**config.mk**
```make
export PLATFORM = sky130hd
export DESIGN_NAME = lcd_hex_writer
export DESIGN_NICKNAME = d
export VERILOG_FILES = /design/src/rtl/lcd_pkg.sv /design/src/rtl/lcd_hex_writer_if.sv /design/src/rtl/lcd_bus_xfer.sv /design/src/rtl/lcd_hex_writer.sv
export SDC_FILE = /design/constraint.sdc
export NUM_CORES = 1
export LEC_CHECK = 0
export CAP_MARGIN = 40
export CORE_ASPECT_RATIO = 1.1
export CORE_UTILIZATION = 31
export CTS_CLUSTER_SIZE = 24
export DETAILED_ROUTE_END_ITERATION = 8
export PLACE_DENSITY_LB_ADDON = 0.1
export REMOVE_ABC_BUFFERS = 1
export SYNTH_ARGS = -nofsm -noshare
export SYNTH_HDL_FRONTEND = slang
export SYNTH_HIERARCHICAL = 1
export SYNTH_SLANG_ARGS = --single-unit
```
**constraint.sdc**
```tcl
create_clock -name iCLK_50MHZ -period 5.76 [get_ports iCLK_50MHZ]
set_input_delay 1.728 -clock iCLK_50MHZ [delete_from_list [all_inputs] [get_ports iCLK_50MHZ]]
set_output_delay 1.728 -clock iCLK_50MHZ [all_outputs]
set_load 0.02 [all_outputs]
```
**src/rtl/lcd_pkg.sv**
```systemverilog
// Shared constants, state types and the nibble-to-ASCII helper for the
// HD44780 hex writer and its bus transfer engine.
package lcd_pkg;

    localparam logic [7:0] CMD_FUNC_SET = 8'h38;
    localparam logic [7:0] CMD_DISP_ON  = 8'h0C;
    localparam logic [7:0] CMD_CLEAR    = 8'h01;
    localparam logic [7:0] CMD_ENTRY    = 8'h06;
    localparam logic [7:0] CMD_HOME     = 8'h80;
    localparam logic [7:0] CHR_ZERO     = 8'h30;
    localparam logic [7:0] CHR_X        = 8'h78;

    typedef enum logic [2:0] {
        ST_PWRUP,
        ST_INIT,
        ST_HOME,
        ST_CHARS,
        ST_GAP
    } lcd_state_e;

    typedef enum logic [1:0] {
        PH_IDLE,
        PH_SETUP,
        PH_PULSE,
        PH_WAIT
    } xfer_phase_e;

    // 8-bit sum, carry discarded: 0-9 -> '0'..'9', A-F -> 'A'..'F'
    function automatic logic [7:0] nib_to_ascii(input logic [3:0] n);
        logic [7:0] n8;
        n8 = {4'h0, n};
        return (n < 4'd10) ? (8'h30 + n8) : (8'h37 + n8);
    endfunction

endpackage

```
**src/rtl/lcd_hex_writer_if.sv**
```systemverilog
// Parallel HD44780 write bus bundle: byte lanes plus RS/RW/E strobes.
interface lcd_hex_writer_if;

    logic [7:0] DATA_BUS;
    logic       LCD_RW;
    logic       LCD_E;
    logic       LCD_RS;

    modport master (output DATA_BUS, LCD_RW, LCD_E, LCD_RS);
    modport slave  (input  DATA_BUS, LCD_RW, LCD_E, LCD_RS);

endinterface

```
**src/rtl/lcd_bus_xfer.sv**
```systemverilog
// One LCD write: setup cycle, E pulse, then a short or long settle wait.
// done fires in the last wait cycle so a back-to-back start costs no bubble.
module lcd_bus_xfer
    import lcd_pkg::*;
#(
    parameter int unsigned E_PULSE_CYC    = 16,
    parameter int unsigned CHAR_WAIT_CYC  = 2500,
    parameter int unsigned CLEAR_WAIT_CYC = 100000
) (
    input  logic             clk,
    input  logic             rst_n,
    input  logic             start,
    input  logic             rs,
    input  logic [7:0]       data,
    input  logic             long_wait,
    output logic             done,
    lcd_hex_writer_if.master bus
);

    xfer_phase_e phase_q, phase_d;
    logic [31:0] cnt_q, cnt_d;
    logic [7:0]  data_q, data_d;
    logic        rs_q, rs_d;
    logic        e_q, e_d;
    logic        long_q, long_d;

    always_comb begin
        phase_d = phase_q;
        cnt_d   = cnt_q;
        data_d  = data_q;
        rs_d    = rs_q;
        e_d     = e_q;
        long_d  = long_q;
        done    = 1'b0;
        case (phase_q)
            PH_SETUP: begin
                phase_d = PH_PULSE;
                e_d     = 1'b1;
                cnt_d   = 32'(E_PULSE_CYC - 1);
            end
            PH_PULSE: begin
                if (cnt_q == '0) begin
                    e_d     = 1'b0;
                    phase_d = PH_WAIT;
                    cnt_d   = long_q ? 32'(CLEAR_WAIT_CYC - 1) : 32'(CHAR_WAIT_CYC - 1);
                end else begin
                    cnt_d = cnt_q - 32'd1;
                end
            end
            PH_WAIT: begin
                if (cnt_q == '0) begin
                    done    = 1'b1;
                    phase_d = PH_IDLE;
                end else begin
                    cnt_d = cnt_q - 32'd1;
                end
            end
            default: ;
        endcase
        // Data and RS change only here, so they stay put through the whole wait
        if (start && (phase_q == PH_IDLE || done)) begin
            phase_d = PH_SETUP;
            data_d  = data;
            rs_d    = rs;
            long_d  = long_wait;
        end
    end

    always_ff @(posedge clk or negedge rst_n) begin
        if (!rst_n) begin
            phase_q <= PH_IDLE;
            cnt_q   <= '0;
            data_q  <= 8'h00;
            rs_q    <= 1'b0;
            e_q     <= 1'b0;
            long_q  <= 1'b0;
        end else begin
            phase_q <= phase_d;
            cnt_q   <= cnt_d;
            data_q  <= data_d;
            rs_q    <= rs_d;
            e_q     <= e_d;
            long_q  <= long_d;
        end
    end

    assign bus.DATA_BUS = data_q;
    assign bus.LCD_RS   = rs_q;
    assign bus.LCD_E    = e_q;
    assign bus.LCD_RW   = 1'b0;

endmodule

```
**src/rtl/lcd_hex_writer.sv**
```systemverilog
// Shows reg_msg as "0xHHHH" on line 1 of a 16x2 HD44780 display.
// LCD_CHANGE_ONLY_EN: redraw only when reg_msg differs from the shown value.
module lcd_hex_writer
    import lcd_pkg::*;
#(
    parameter int unsigned POWERUP_WAIT_CYC = 2500000,
    parameter int unsigned E_PULSE_CYC      = 16,
    parameter int unsigned CHAR_WAIT_CYC    = 2500,
    parameter int unsigned CLEAR_WAIT_CYC   = 100000,
    parameter int unsigned REFRESH_CYC      = 5000000
) (
    input  logic        iCLK_50MHZ,
    input  logic        iRST_N,
    input  logic [15:0] reg_msg,
    inout  wire  [7:0]  DATA_BUS,
    output logic        LCD_RW,
    output logic        LCD_E,
    output logic        LCD_RS,
    output logic        oFRAME_DONE
);

    lcd_state_e  st_q, st_d;
    logic [2:0]  idx_q, idx_d;
    logic [31:0] cnt_q, cnt_d;
    logic [15:0] shown_q, shown_d;
    logic        fd_q, fd_d;
    logic        xfer_start, xfer_rs, xfer_long, xfer_done;
    logic [7:0]  xfer_byte;

    always_comb begin
        st_d       = st_q;
        idx_d      = idx_q;
        cnt_d      = cnt_q;
        shown_d    = shown_q;
        fd_d       = 1'b0;
        xfer_start = 1'b0;
        case (st_q)
            ST_PWRUP: begin
                if (cnt_q == 32'(POWERUP_WAIT_CYC - 1)) begin
                    st_d       = ST_INIT;
                    idx_d      = 3'd0;
                    xfer_start = 1'b1;
                end else begin
                    cnt_d = cnt_q + 32'd1;
                end
            end
            ST_INIT: begin
                if (xfer_done) begin
                    xfer_start = 1'b1;
                    if (idx_q == 3'd3) begin
                        st_d    = ST_HOME;
                        idx_d   = 3'd0;
                        shown_d = reg_msg;
                    end else begin
                        idx_d = idx_q + 3'd1;
                    end
                end
            end
            ST_HOME: begin
                if (xfer_done) begin
                    st_d       = ST_CHARS;
                    idx_d      = 3'd0;
                    xfer_start = 1'b1;
                end
            end
            ST_CHARS: begin
                if (xfer_done) begin
                    if (idx_q == 3'd5) begin
                        st_d  = ST_GAP;
                        fd_d  = 1'b1;
                        cnt_d = '0;
                    end else begin
                        idx_d      = idx_q + 3'd1;
                        xfer_start = 1'b1;
                    end
                end
            end
            ST_GAP: begin
`ifdef LCD_CHANGE_ONLY_EN
                if (reg_msg != shown_q) begin
                    st_d       = ST_HOME;
                    shown_d    = reg_msg;
                    xfer_start = 1'b1;
                end
`else
                if (cnt_q == 32'(REFRESH_CYC - 1)) begin
                    st_d       = ST_HOME;
                    shown_d    = reg_msg;
                    xfer_start = 1'b1;
                end else begin
                    cnt_d = cnt_q + 32'd1;
                end
`endif
            end
            default: st_d = ST_PWRUP;
        endcase

        // Byte is chosen from the step being entered, so a start issued on done
        // carries the next byte in the same cycle.
        xfer_rs   = 1'b0;
        xfer_long = 1'b0;
        xfer_byte = CMD_HOME;
        case (st_d)
            ST_INIT: begin
                case (idx_d)
                    3'd0:    xfer_byte = CMD_FUNC_SET;
                    3'd1:    xfer_byte = CMD_DISP_ON;
                    3'd2: begin
                        xfer_byte = CMD_CLEAR;
                        xfer_long = 1'b1;
                    end
                    default: xfer_byte = CMD_ENTRY;
                endcase
            end
            ST_CHARS: begin
                xfer_rs = 1'b1;
                case (idx_d)
                    3'd0:    xfer_byte = CHR_ZERO;
                    3'd1:    xfer_byte = CHR_X;
                    3'd2:    xfer_byte = nib_to_ascii(shown_q[15:12]);
                    3'd3:    xfer_byte = nib_to_ascii(shown_q[11:8]);
                    3'd4:    xfer_byte = nib_to_ascii(shown_q[7:4]);
                    default: xfer_byte = nib_to_ascii(shown_q[3:0]);
                endcase
            end
            default: xfer_byte = CMD_HOME;
        endcase
    end

    always_ff @(posedge iCLK_50MHZ or negedge iRST_N) begin
        if (!iRST_N) begin
            st_q    <= ST_PWRUP;
            idx_q   <= 3'd0;
            cnt_q   <= '0;
            shown_q <= 16'h0000;
            fd_q    <= 1'b0;
        end else begin
            st_q    <= st_d;
            idx_q   <= idx_d;
            cnt_q   <= cnt_d;
            shown_q <= shown_d;
            fd_q    <= fd_d;
        end
    end

    lcd_hex_writer_if lcd_bus ();

    lcd_bus_xfer #(
        .E_PULSE_CYC   (E_PULSE_CYC),
        .CHAR_WAIT_CYC (CHAR_WAIT_CYC),
        .CLEAR_WAIT_CYC(CLEAR_WAIT_CYC)
    ) u_xfer (
        .clk      (iCLK_50MHZ),
        .rst_n    (iRST_N),
        .start    (xfer_start),
        .rs       (xfer_rs),
        .data     (xfer_byte),
        .long_wait(xfer_long),
        .done     (xfer_done),
        .bus      (lcd_bus)
    );

    assign DATA_BUS    = lcd_bus.DATA_BUS;
    assign LCD_RW      = lcd_bus.LCD_RW;
    assign LCD_E       = lcd_bus.LCD_E;
    assign LCD_RS      = lcd_bus.LCD_RS;
    assign oFRAME_DONE = fd_q;

endmodule

```
==> metrics.json <==
{
  "clk_path_buf_depth": 2,
  "placement_rows": 53,
  "cpPeakStageDelay_ns": 0.63,
  "remaining_drc_errors": 0,
  "cp_max_fo": 18,
  "cts_post_setup_buffers_inserted": 0,
  "grt_first_pass_wirelength_um": 26700,
  "clkSinkCount": 100,
  "worst-slew-pin-transition_ns": 0.904,
  "worst_path_required_time_ns": 6.00,
  "synth_edf_count": 0,
  "main_combinational_cell_family_by_area_after_synthesis": "simple AND/OR/NAND/NOR gates",
  "synthXorXnorAreaFrac": 0.0481,
  "final.hold.worst_slack_ns": 0.530,
  "hold_path_end": "u_xfer/bus.LCD_RS",
  "synth_simple_gate_area_frac": 0.247,
  "diodes": 0,
  "max_cap_check_violation_count": 0,
  "worst_setup_path_start_kind": "register",
  "layout_commonest_cell": "dfrtp_1",
  "drt_first_iter_violations": 326,
  "critPathKind": "reg -> reg",
  "layoutNonFillerInstCount": 958,
  "muxShareOfSynthArea": 0.0410,
  "synth_fa_ha_area_frac": 0.0323,
  "hold_path_class": "reg -> reg",
  "h_tree_level_count": 3,
  "core_region_area_um2": 19400,
  "die_area_um2": 20500,
  "flow.area_growth_from_synthesis_pct": 12.4,
  "cp_cell_sequence": "inv_1 -> ha_1 -> or4b_2 -> nor4_1 -> nand3_1 -> nor2_1 -> a21oi_1 -> a311o_1 -> o32ai_4 -> inv_2 -> nor3_1 -> o21ai_0 -> a32oi_1 -> o22ai_1 -> mux2_4",
  "routed_wire_length_per_instance_um": 16.5,
  "hold_path_startpoint": "u_xfer/bus.LCD_RS",
  "p_leak_uw": 0.00309,
  "cts_repair_resize_count": 0,
  "crit_slowest_cell": "or4b_2",
  "rr_endpoint": "u_xfer/bus.DATA_BUS[5]",
  "final-setup-viol-count": 0,
  "timing.max_slew.rel_slack": 0.397,
  "grtUsageTotal": 0.166,
  "ys_seq_elements": 100,
  "die_x_um": 137,
  "ys_seq_area_frac": 0.404,
  "ant_nets": 0,
  "fin_skew_ns": 0.0123,
  "height_of_the_die_um": 150,
  "mappedNetlistArea_um2": 6190,
  "post_route_cells_drive_above_1_share": 0.0970,
  "max-vdd-ir-drop_v": 0.000125,
  "cts_tree": "done",
  "worst-endpoint-arrival_ns": 5.40,
  "clk_pin_slew_worst_paths_ns": 0.07,
  "finalCritPeriodShare": 0.895,
  "ioPinCount": 30,
  "place_congestion": 0.837,
  "cts_inserted_buffers": 9,
  "reg2reg_slack_ns": 0.61,
  "grt_antenna_before_repair": 0,
  "clk_latency_ns": 0.36,
  "timing_max_transition_violations_final": 0,
  "mostFrequentLayoutCells": "dfrtp_1, nor2_1, nand2_1, o21ai_0, a21oi_1",
  "hold_viol": 0,
  "min_path_cells": 1,
  "cp-end-kind": "register",
  "totalWireLength_um": 15800,
  "dp_hpwl_um": 11300,
  "total_instance_count_after_detailed_placement": 942,
  "grt_max_degree": 59,
  "worst-r2r-cell-count": 15,
  "initial_utilization": 0.320,
  "worst_r2r_startpoint": "u_xfer/cnt_q[0]",
  "max_clock_freq_ghz": 0.194,
  "netlist_instances": 697,
  "final_net_count": 740,
  "postSynth.topFlopCell": "dfrtp_1",
  "ys_types": 76,
  "min_period_ns": 5.15,
  "cts_root_buffer_type": "clkbuf_16",
  "synth_area_per_cell_um2": 8.88,
  "fillers": 2016,
  "async_reset_ff_frac": 1.00,
  "overflow": 0,
  "rsz_0062_raised_after_global_routing": "false",
  "cellPowerDensity_nw_per_um2": 197,
  "fin_setup_tns_ns": 0,
  "cts_hold_buffers": 0,
  "vias_in_the_first_global_route": 5214,
  "via_count": 5271,
  "placement.io_buffers": 20,
  "outcome": "finished clean",
  "pre_repair_dr_iteration_count": 6,
  "vias_per_cell": 5.50,
  "synth_compound_gate_area_share": 0.178,
  "yosysWarningCount": 6,
  "fin_util": 0.359
}
## logic make-up after synthesis
kind of cell | Yosys count
flops | 100
xor+xnor | 34
compound gates | 171
fa+ha+maj | 16
other cells | 1
buf+inv | 70
simple gates | 285
mux | 20
## power breakdown
part | total [uW] | leakage, uW | internal, uW | switching, uW
combinational | 32.6 | 0.00164 | 15.6 | 17.0
clock | 629 | 0.000137 | 342 | 287
sequential | 711 | 0.00131 | 704 | 6.32
total | 1370 | 0.00309 | 1060 | 311
## how the worst max path moves through the flow
stage / startpoint / end / slack, ns
floorplan: u_xfer/cnt_q[12] / u_xfer/bus.DATA_BUS[5] / 0.89
global placement: u_xfer/cnt_q[0] / u_xfer/bus.DATA_BUS[5] / 0.83
detailed placement: u_xfer/cnt_q[0] / u_xfer/bus.DATA_BUS[5] / 0.68
CTS: u_xfer/cnt_q[0] / u_xfer/bus.DATA_BUS[5] / 0.68
global route: u_xfer/cnt_q[1] / u_xfer/bus.DATA_BUS[5] / 0.19
finish: u_xfer/cnt_q[0] / u_xfer/bus.DATA_BUS[5] / 0.61
## layer usage
layer  routed length [um]  up-vias  GRT usage  share of wire
li1                     -     2567          -              -
met1                 7140     2558      0.211           0.45
met2                 7890      124      0.281           0.50
met3                  489       22     0.0212          0.031
met4                  328        0     0.0706          0.021
met5                    0        -          0              0
## cells in the mapped netlist (3+ instances only)
library cell  number  share of area
mux2_4             8          0.019
or2_2              5         0.0051
o31ai_1           12          0.015
nand4_1           19          0.019
xnor2_1            8          0.011
a31oi_1            3         0.0030
nand2b_1           4         0.0040
or4_1             15          0.018
nand4b_1           4         0.0057
and2_1             3         0.0030
clkbuf_1          19          0.012
ha_1              16          0.032
o211ai_1           3         0.0036
dfrtp_1          100           0.40
and3_1            10          0.010
xor2_1            26          0.037
a32oi_1            4         0.0057
nor3_1            23          0.019
o22ai_1            6         0.0061
o21ai_0           50          0.040
a211oi_1           4         0.0048
a21oi_1           49          0.040
and4_1             6         0.0085
a22oi_1            3         0.0036
nor4_1            11          0.011
o22a_1             3         0.0042
nor4b_1            3         0.0042
inv_1             35          0.021
a21o_1             4         0.0048
buf_2             11         0.0089
or3_1             13          0.013
nand2_1           57          0.035
o221ai_1           3         0.0042
mux2_2            11          0.020
nor2_1            69          0.042
nand3_1           26          0.021
## worst max-delay path: cells and delay by family, from the launching register on
kind | cells | cell delay (ns)
AOI/OAI and AO/OA | 6 | 1.54
adders and majority gates | 1 | 0.14
buffers and inverters | 2 | 0.36
DFF | 1 | 0.43
muxes | 1 | 0.27
and+or+nand+nor | 5 | 2.32
## sequential cells by signal, summed over array words and instances, names as in the netlist, 2 cells and up
signal and cells:
u_xfer/bus.DATA_BUS 8, st_q 3, u_xfer/cnt_q 32, idx_q 3, shown_q 16, cnt_q 32
u_xfer/phase_q 2
## cell type report
class	instances	area, um^2	share of cell area
clock buffers	10	229	0.0329
clock inverters	6	72.6	0.0104
inverters	36	135	0.0194
multi-input cells	527	3390	0.487
flip-flops and latches	100	2500	0.360
well taps	247	309	0.0444
repair buffers	32	323	0.0464
## per-stage QoR
step,instance area [um^2],power [uW],setup slack [ns]
3_3_place_gp,6590,756,0.829
5_1_grt,6960,1430,0.189
3_5_place_dp,6660,759,0.683
6_report,6960,1370,0.606
2_1_floorplan,6030,728,0.890
4_1_cts,6960,1400,0.683
(Power assumes the default switching activity.)
